## config.mk

```make
export PLATFORM = sky130hd
export DESIGN_NAME = pic_host_sequencer
export DESIGN_NICKNAME = d
export VERILOG_FILES = /design/src/rtl/pic_host_sequencer.sv
export SDC_FILE = /design/constraint.sdc
export NUM_CORES = 1
export LEC_CHECK = 0
export ABC_AREA = 0
export CORE_MARGIN = 2
export CORE_UTILIZATION = 35
export CTS_BUF_LIST = sky130_fd_sc_hd__clkbuf_16
export DETAILED_ROUTE_END_ITERATION = 12
export PLACE_DENSITY_LB_ADDON = 0.08
export SYNTH_ARGS = -nofsm -noshare
export SYNTH_HDL_FRONTEND = slang
export SYNTH_SLANG_ARGS = --single-unit
```

## constraint.sdc

```tcl
create_clock -name clk -period 4.72 [get_ports clk]
set_clock_uncertainty 0.1 [all_clocks]
set_input_delay 0.944 -clock clk [delete_from_list [all_inputs] [get_ports clk]]
set_output_delay 0.944 -clock clk [all_outputs]
set_load 0.05 [all_outputs]
```

## src/rtl/pic_host_sequencer.sv

```systemverilog
// Host-side sequencer for an 8259-style PIC: programs ICW1..ICW4 and OCW1 after start,
// services INT with the two-pulse 8086 INTA handshake, and arbitrates runtime mask writes.
module pic_host_sequencer #(
  parameter logic [7:0] ICW1            = 8'h13,
  parameter logic [7:0] ICW2            = 8'h20,
  parameter logic [7:0] ICW3            = 8'h00,
  parameter logic [7:0] ICW4            = 8'h01,
  parameter logic [7:0] OCW1_INIT       = 8'h00,
  parameter int         WR_LOW_CYCLES   = 2,
  parameter int         INTA_LOW_CYCLES = 2,
  parameter int         GAP_CYCLES      = 1
) (
  input  logic       clk,
  input  logic       rst,
  input  logic       start,
  output logic       busy,
  output logic       init_done,
  input  logic       int_in,
  output logic       vec_valid,
  output logic [7:0] vec_data,
  input  logic       mask_wr_req,
  input  logic [7:0] mask_data,
  output logic       mask_wr_ack,
  output logic       pic_cs_n,
  output logic       pic_wr_n,
  output logic       pic_rd_n,
  output logic       pic_a0,
  output logic [7:0] pic_d_out,
  output logic       pic_d_oe,
  input  logic [7:0] pic_d_in,
  output logic       pic_inta_n
);

  typedef enum logic [3:0] {
    S_IDLE, S_SETUP, S_STROBE, S_HOLD, S_GAP,
    S_READY, S_ACK1, S_ACK_GAP, S_ACK2, S_ACK_IDLE
  } state_t;

  typedef enum logic [2:0] {
    ST_ICW1, ST_ICW2, ST_ICW3, ST_ICW4, ST_OCW1
  } step_t;

  localparam logic [15:0] WR_LAST   = 16'(WR_LOW_CYCLES - 1);
  localparam logic [15:0] INTA_LAST = 16'(INTA_LOW_CYCLES - 1);
  localparam logic [15:0] GAP_LAST  = 16'(GAP_CYCLES - 1);

  state_t      state_q, state_d;
  step_t       step_q, step_d;
  logic [15:0] cnt_q, cnt_d;
  logic        in_init_q, in_init_d;
  logic        init_done_q, init_done_d;
  logic        wr_a0_q, wr_a0_d;
  logic [7:0]  wr_data_q, wr_data_d;
  logic        vec_valid_q, vec_valid_d;
  logic [7:0]  vec_data_q, vec_data_d;
  logic        ack_q, ack_d;
  logic        int_m, int_s;

  // Successor of an init step, skipping ICW3 in single mode and ICW4 when IC4=0.
  function automatic step_t next_step(input step_t s);
    case (s)
      ST_ICW1: next_step = ST_ICW2;
      ST_ICW2: next_step = !ICW1[1] ? ST_ICW3 : (ICW1[0] ? ST_ICW4 : ST_OCW1);
      ST_ICW3: next_step = ICW1[0] ? ST_ICW4 : ST_OCW1;
      default: next_step = ST_OCW1;
    endcase
  endfunction

  function automatic logic [8:0] step_word(input step_t s);
    case (s)
      ST_ICW1: step_word = {1'b0, ICW1};
      ST_ICW2: step_word = {1'b1, ICW2};
      ST_ICW3: step_word = {1'b1, ICW3};
      ST_ICW4: step_word = {1'b1, ICW4};
      default: step_word = {1'b1, OCW1_INIT};
    endcase
  endfunction

  always_ff @(posedge clk or posedge rst) begin
    if (rst) begin
      int_m <= 1'b0;
      int_s <= 1'b0;
    end else begin
      int_m <= int_in;
      int_s <= int_m;
    end
  end

  always_ff @(posedge clk or posedge rst) begin
    if (rst) begin
      state_q     <= S_IDLE;
      step_q      <= ST_ICW1;
      cnt_q       <= '0;
      in_init_q   <= 1'b0;
      init_done_q <= 1'b0;
      wr_a0_q     <= 1'b0;
      wr_data_q   <= '0;
      vec_valid_q <= 1'b0;
      vec_data_q  <= '0;
      ack_q       <= 1'b0;
    end else begin
      state_q     <= state_d;
      step_q      <= step_d;
      cnt_q       <= cnt_d;
      in_init_q   <= in_init_d;
      init_done_q <= init_done_d;
      wr_a0_q     <= wr_a0_d;
      wr_data_q   <= wr_data_d;
      vec_valid_q <= vec_valid_d;
      vec_data_q  <= vec_data_d;
      ack_q       <= ack_d;
    end
  end

  always_comb begin
    state_d     = state_q;
    step_d      = step_q;
    cnt_d       = cnt_q;
    in_init_d   = in_init_q;
    init_done_d = init_done_q;
    wr_a0_d     = wr_a0_q;
    wr_data_d   = wr_data_q;
    vec_data_d  = vec_data_q;
    vec_valid_d = 1'b0;
    ack_d       = 1'b0;

    case (state_q)
      S_IDLE: begin
        if (start) begin
          in_init_d              = 1'b1;
          step_d                 = ST_ICW1;
          {wr_a0_d, wr_data_d}   = step_word(ST_ICW1);
          state_d                = S_SETUP;
        end
      end

      S_READY: begin
        if (start) begin
          init_done_d            = 1'b0;
          in_init_d              = 1'b1;
          step_d                 = ST_ICW1;
          {wr_a0_d, wr_data_d}   = step_word(ST_ICW1);
          state_d                = S_SETUP;
        end else if (int_s) begin
          cnt_d   = INTA_LAST;
          state_d = S_ACK1;
        // The request is still high in the ack cycle; ignore it there to avoid a duplicate write.
        end else if (mask_wr_req && !ack_q) begin
          in_init_d = 1'b0;
          wr_a0_d   = 1'b1;
          wr_data_d = mask_data;
          state_d   = S_SETUP;
        end
      end

      S_SETUP: begin
        cnt_d   = WR_LAST;
        state_d = S_STROBE;
      end

      S_STROBE: begin
        if (cnt_q == '0) state_d = S_HOLD;
        else             cnt_d   = cnt_q - 16'd1;
      end

      S_HOLD: begin
        cnt_d   = GAP_LAST;
        state_d = S_GAP;
      end

      S_GAP: begin
        if (cnt_q != '0) begin
          cnt_d = cnt_q - 16'd1;
        end else if (in_init_q) begin
          if (step_q == ST_OCW1) begin
            in_init_d   = 1'b0;
            init_done_d = 1'b1;
            state_d     = S_READY;
          end else begin
            step_d               = next_step(step_q);
            {wr_a0_d, wr_data_d} = step_word(next_step(step_q));
            state_d              = S_SETUP;
          end
        end else begin
          ack_d   = 1'b1;
          state_d = S_READY;
        end
      end

      S_ACK1: begin
        if (cnt_q == '0) state_d = S_ACK_GAP;
        else             cnt_d   = cnt_q - 16'd1;
      end

      S_ACK_GAP: begin
        cnt_d   = INTA_LAST;
        state_d = S_ACK2;
      end

      S_ACK2: begin
        if (cnt_q == '0) begin
          vec_data_d  = pic_d_in;
          vec_valid_d = 1'b1;
          cnt_d       = GAP_LAST;
          state_d     = S_ACK_IDLE;
        end else begin
          cnt_d = cnt_q - 16'd1;
        end
      end

      S_ACK_IDLE: begin
        if (cnt_q == '0) state_d = S_READY;
        else             cnt_d   = cnt_q - 16'd1;
      end

      default: state_d = S_IDLE;
    endcase
  end

  // Bus strobes decode straight from the state register so reset releases them immediately.
  assign pic_cs_n    = !(state_q == S_SETUP || state_q == S_STROBE || state_q == S_HOLD);
  assign pic_d_oe    =  (state_q == S_SETUP || state_q == S_STROBE || state_q == S_HOLD);
  assign pic_wr_n    = !(state_q == S_STROBE);
  assign pic_inta_n  = !(state_q == S_ACK1 || state_q == S_ACK2);
  assign pic_rd_n    = 1'b1;
  assign pic_a0      = wr_a0_q;
  assign pic_d_out   = wr_data_q;
  assign busy        = in_init_q && (state_q == S_SETUP || state_q == S_STROBE ||
                                     state_q == S_HOLD  || state_q == S_GAP);
  assign init_done   = init_done_q;
  assign vec_valid   = vec_valid_q;
  assign vec_data    = vec_data_q;
  assign mask_wr_ack = ack_q;

endmodule

```

======== Yosys cells after proc, flatten, opt, wreduce, memory -nomap -nowiden ========
Index checks and enable logic that the tools add are counted.
word-level totals
  register bits ........................... 46
  bits of input ports ..................... 21
  output and inout port bits .............. 26
  logic and storage cells ................. 134
cells by class
  $add $sub $neg .......................... 1
  equal/unequal tests ..................... 32
  muxes and demuxes ....................... 59
  reductions and logical operators ........ 30
operators by type and width
  kind                                                 number
  case mux 16 bit (6 select lines)                     1
  2-to-1 mux 16 bit                                    5
  2-to-1 mux 8 bit                                     7
  2-to-1 mux 4 bit                                     10
  case mux 4 bit (10 select lines)                     1
  != test 2 bit, second input constant                 14
  case mux 9 bit (3 select lines)                      1
  case mux 8 bit (3 select lines)                      1
  2-to-1 mux 1 bit                                     22
  AND reduction 5 bit                                  4
  2-to-1 mux 3 bit                                     6
  equality test 4 x 3 -> 1 bit, second input constant  4
  logical NOT 16 bit                                   1
  nonzero test 16 bit                                  1
  subtractor 16 x 1 -> 16 bit, second input constant   1
  AND reduction 7 bit                                  2
  case mux 3 bit (2 select lines)                      2
  equality test 4 x 2 -> 1 bit, second input constant  2
  equality test 4 bit, second input constant           2
  equality test 3 x 1 -> 1 bit, second input constant  2
  equality test 3 x 2 -> 1 bit, second input constant  2
  logical NOT 3 bit                                    2
  != test 3 bit, second input constant                 2
  case mux 1 bit (3 select lines)                      2
  other kinds (15)                                     25

======== Depth between registers and ports, before layout ========
  depth after elaboration ................. 13
  depth in mapped cells ................... 9

======== Worst setup path before layout ========
No wires, ideal clock.
  path type ............................... flip-flop to output port
  start point ............................. reg state_q[2]
  end point ............................... out pic_cs_n
  data arrival time ....................... 2.454 ns
  data required time ...................... 3.676 ns
  path slack .............................. 1.222 ns
  cell stages (with the launch flop) ...... 5
  buffers on the path ..................... 2
  path through ............................ dfrtp_1 clkbuf_1 clkbuf_1 nor3_1 inv_1
on the way
  word-level cells in the longest chain between the ends .. 4
  elaborated cells on any way between the ends .. 6
  classes of those cells .................. eq/ne: 3; reduce/logical: 3
RTL lines
  item                                                                          line  source
  start, declared                                                               47    state_t state_q, state_d;
  start signal, assigned                                                        102   state_q <= state_d;
  equality test 4 x 1 -> 1 bit or equality test 4 x 2 -> 1 bit (tied branches)  --
  logical OR 1 bit                                                              --
  logical OR 1 bit *                                                            --
  via pic_d_oe                                                                  29    output logic pic_d_oe,
  logical NOT 1 bit *                                                           221   assign pic_cs_n = !(state_q == S_SETUP || state_q == S_STROBE || state_q == S_HOLD);
  end, declared                                                                 24    output logic pic_cs_n,
The timed path passes the listed nets; every way through them passes the cells marked *.

======== Worst setup path after layout ========
  start point ............................. reg state_q[1]
  end point ............................... out busy
on the way
  word-level cells in the longest chain between the ends .. 5
  elaborated cells on any way between the ends .. 8
  classes of those cells .................. eq/ne: 4; reduce/logical: 4
RTL lines
  item                                                                          line  source
  equality test 4 x 1 -> 1 bit or equality test 4 x 2 -> 1 bit (tied branches)  228   assign busy = in_init_q && (state_q == S_SETUP || state_q == S_STROBE ||
  logical OR 1 bit (2 in series)                                                228
  logical OR 1 bit *                                                            229   state_q == S_HOLD || state_q == S_GAP);
  logical AND 1 bit *                                                           228
  end, declared                                                                 16    output logic busy,
Mark *: on every way between the ends. The rest lies on a longest branch, timed or not.

==> results.toml <==
[flow_run]
max_cap_viol_count = 0

[floorplanning]
fp.dieW_um = 88.1
num_rows = 30
die-area_sq_um = 7760
core_area_sq_um = 6830
initial_core_util_pct = 36.2
die_h_um = 88.1
ioPinCount = 47

[timing]
hold_viol = 0
tightest_slew_ns = 0.938
fin_tns_setup_ns = 0
fmax_ghz = 0.308
fin_crit_ns = 3.25
postLayoutSetupSlackWorst_ns = 1.47
finalMaxSlewViolations = 0
grt_setup_unrepaired = "no"
fin_crit_sh_pct = 68.8
slew_headroom_pct = 37.4
setup_viol = 0

[detailed_routing]
wl_per_cell_um = 14.1
drtAntennaViolNets = 0
remaining_drc_errors = 0
first_pass_iters = 4
wirelength_um = 5760
num_vias = 2132
first_iter_violations = 111
viasPerCell = 5.21

[cts]
cts-root-buf = "clkbuf_16"
cts_buffer_depth = 2
ctsResizeCount = 0
cts_buffers = 5
postCtsSetupBuffers = 0
htreeDepth = 2
cts_tree = "yes"
clk_pin_slew_ns = 0.07
cts_hold_buf = 0
clock_latency_ns = 0.29
cts_sinks = 46

[global_routing]
grt_pass1_wl_um = 9670
grt_pass1_vias = 2026
grt_max_degree = 47
antenna_found_initial = 0
track_usage_pct = 15.9
grt_overflow_total = 0

[setup_path]
end_kind = "output pin"
worstPathCellList = "nor2_1, xor2_1, nor3b_1, clkdlybuf4s50_1"
worstPathRequired_ns = 3.68
critPathBufInv = 1
cpPeakStageDelay_ns = 0.83
cp_top_family = "buffers and inverters"
cp_slowest_cell = "clkdlybuf4s50_1"
crit_type = "flop to output pin"
worst_setup_path_start_kind = "flop"
crit_path_max_fanout = 16
cp.arrival_ns = 2.20

[place]
preCtsSetupSlack_ns = 1.74
gp_congestion = 0.753
port_buffers = 45
dpl.hpwl_um = 3980

[logic_synthesis]
synth_top_area_share_pct = 46.5
synth_ff_type = "dfrtp_1"
yosysTopAreaCell = "dfrtp_1"
synth-async-reset-ratio_pct = 100
syn_inst = 274
yosysSeqAreaShare_pct = 46.5
ys_ff_latch = 46
avgSynthCellArea_sq_um = 9.04
synth-edff-count = 0
ys.warnings.count = 0
syn-num-nets = 296
syn_area_sq_um = 2480
synth_area_leaders = "dfrtp_1, nand2_1, a31oi_1"
yosysUniqueCellTypes = 54

[final_layout]
area_growth_pct = 26.3
layout-drive-gt1-share_pct = 8.63
antenna_cells = 0
regArea_sq_um = 1150
filler_cell_count = 679
fin_nets = 334
multi_input_area_sq_um = 1220

[power]
leakage_nw = 1.31
power_density_nw_per_um2 = 767
ir_drop_mv = 0.288

[worst_hold_path]
hold_path_class = "flop to flop"

[run_status]
outcome = "complete, no violations"
==> stage by stage <==
stage                     instances  power, mW  area (sq um)  util, %  hold slack, ns
after global routing            409       2.58          3130     45.8           0.263
after CTS                       409       2.42          3130     45.8           0.255
final                           409       2.40          3130     45.8           0.252
after detailed placement        401       2.05          2980     43.6           0.240
after floorplan                 274       1.70          2480        -           0.231
after global placement          401       2.05          2980     43.6           0.239
==> flip-flops by register name (all words and copies together) (netlist names) <==
register	cells
int_s	1
init_done	1
cnt_q	16
mask_wr_ack	1
vec_valid	1
step_q	3
pic_a0	1
vec_data	8
state_q	4
in_init_q	1
pic_d_out	8
int_m	1
==> final cells by class <==
type	instances	area share (%)
multi-input combinational	205	38.9
timing repair buffer	46	14.6
clock buffer	5	4.00
sequential	46	36.8
inverter	8	0.960
clock inverter	3	0.800
tap	96	3.84
==> final timing paths <==
| path | start | endpoint | slack [ns] | cells past startpoint |
|---|---|---|---|---|
| worst min register to register | int_m | int_s | 0.25 | 0 |
| worst max-delay path | state_q[1] | busy | 1.47 | 4 |
| max in group asynchronous | rst | init_done | 2.85 | 2 |
| worst min-delay path | int_m | int_s | 0.25 | 0 |
| min in group asynchronous | rst | vec_data[7] | 1.09 | 2 |
| worst max register to register | cnt_q[0] | cnt_q[15] | 1.76 | 7 |
==> cell usage after synthesis (all sizes together) (6+ instances only) <==
master   n
dfrtp   46
nand2   42
nor2    21
o21ai   21
a31oi   18
nor3    12
a21oi   11
clkbuf  10
nand2b   8
inv      7
o31ai    7
a21o     6
or3      6
==> placed cells by master (no fill, tap or decap), types with 2 or more instances in the layout <==
| cell | n |
|---|---|
| or3_1 | 6 |
| o31ai_1 | 7 |
| nand2_1 | 42 |
| nor2b_1 | 4 |
| o21ai_0 | 20 |
| o211a_1 | 3 |
| clkbuf_16 | 5 |
| nor3_1 | 12 |
| or4_1 | 3 |
| clkdlybuf4s50_1 | 45 |
| nor3b_1 | 2 |
| nor4_1 | 4 |
| inv_1 | 6 |
| nand2b_1 | 8 |
| dfrtp_1 | 46 |
| a21o_1 | 5 |
| o22a_1 | 2 |
| o21ba_2 | 2 |
| a31oi_1 | 17 |
| or2_2 | 4 |
| and2_1 | 2 |
| mux2_2 | 2 |
| a21oi_1 | 11 |
| or4_4 | 2 |
| nor2_1 | 20 |
==> metal layers <==
| layer | part of all wire [%] | GRT usage (%) |
|---|---|---|
| met5 | 0 | 0 |
| met4 | 1.8 | 6.06 |
| met3 | 6.0 | 3.58 |
| met2 | 42 | 23.4 |
| met1 | 50 | 22.8 |
==> kinds of logic (layout without fill, tap and decap cells) <==
logic type	Yosys count	after routing	synth area share [%]
buffers and inverters	23	62	4.35
adders and majority gates	1	1	0.505
DFF	46	46	46.5
AOI/OAI and AO/OA	83	83	22.9
and+or+nand+nor	116	116	24.0
xor gates and xnor gates	2	2	0.708
muxes	2	2	0.909
other	1	1	0.151
==> where the power goes <==
| group | switching, mW | internal (mW) |
|---|---|---|
| Combinational | 0.829 | 0.502 |
| Sequential | 0.178 | 0.531 |
| Clock | 0.159 | 0.199 |
Note: power is estimated with default switching activity, not from simulation.
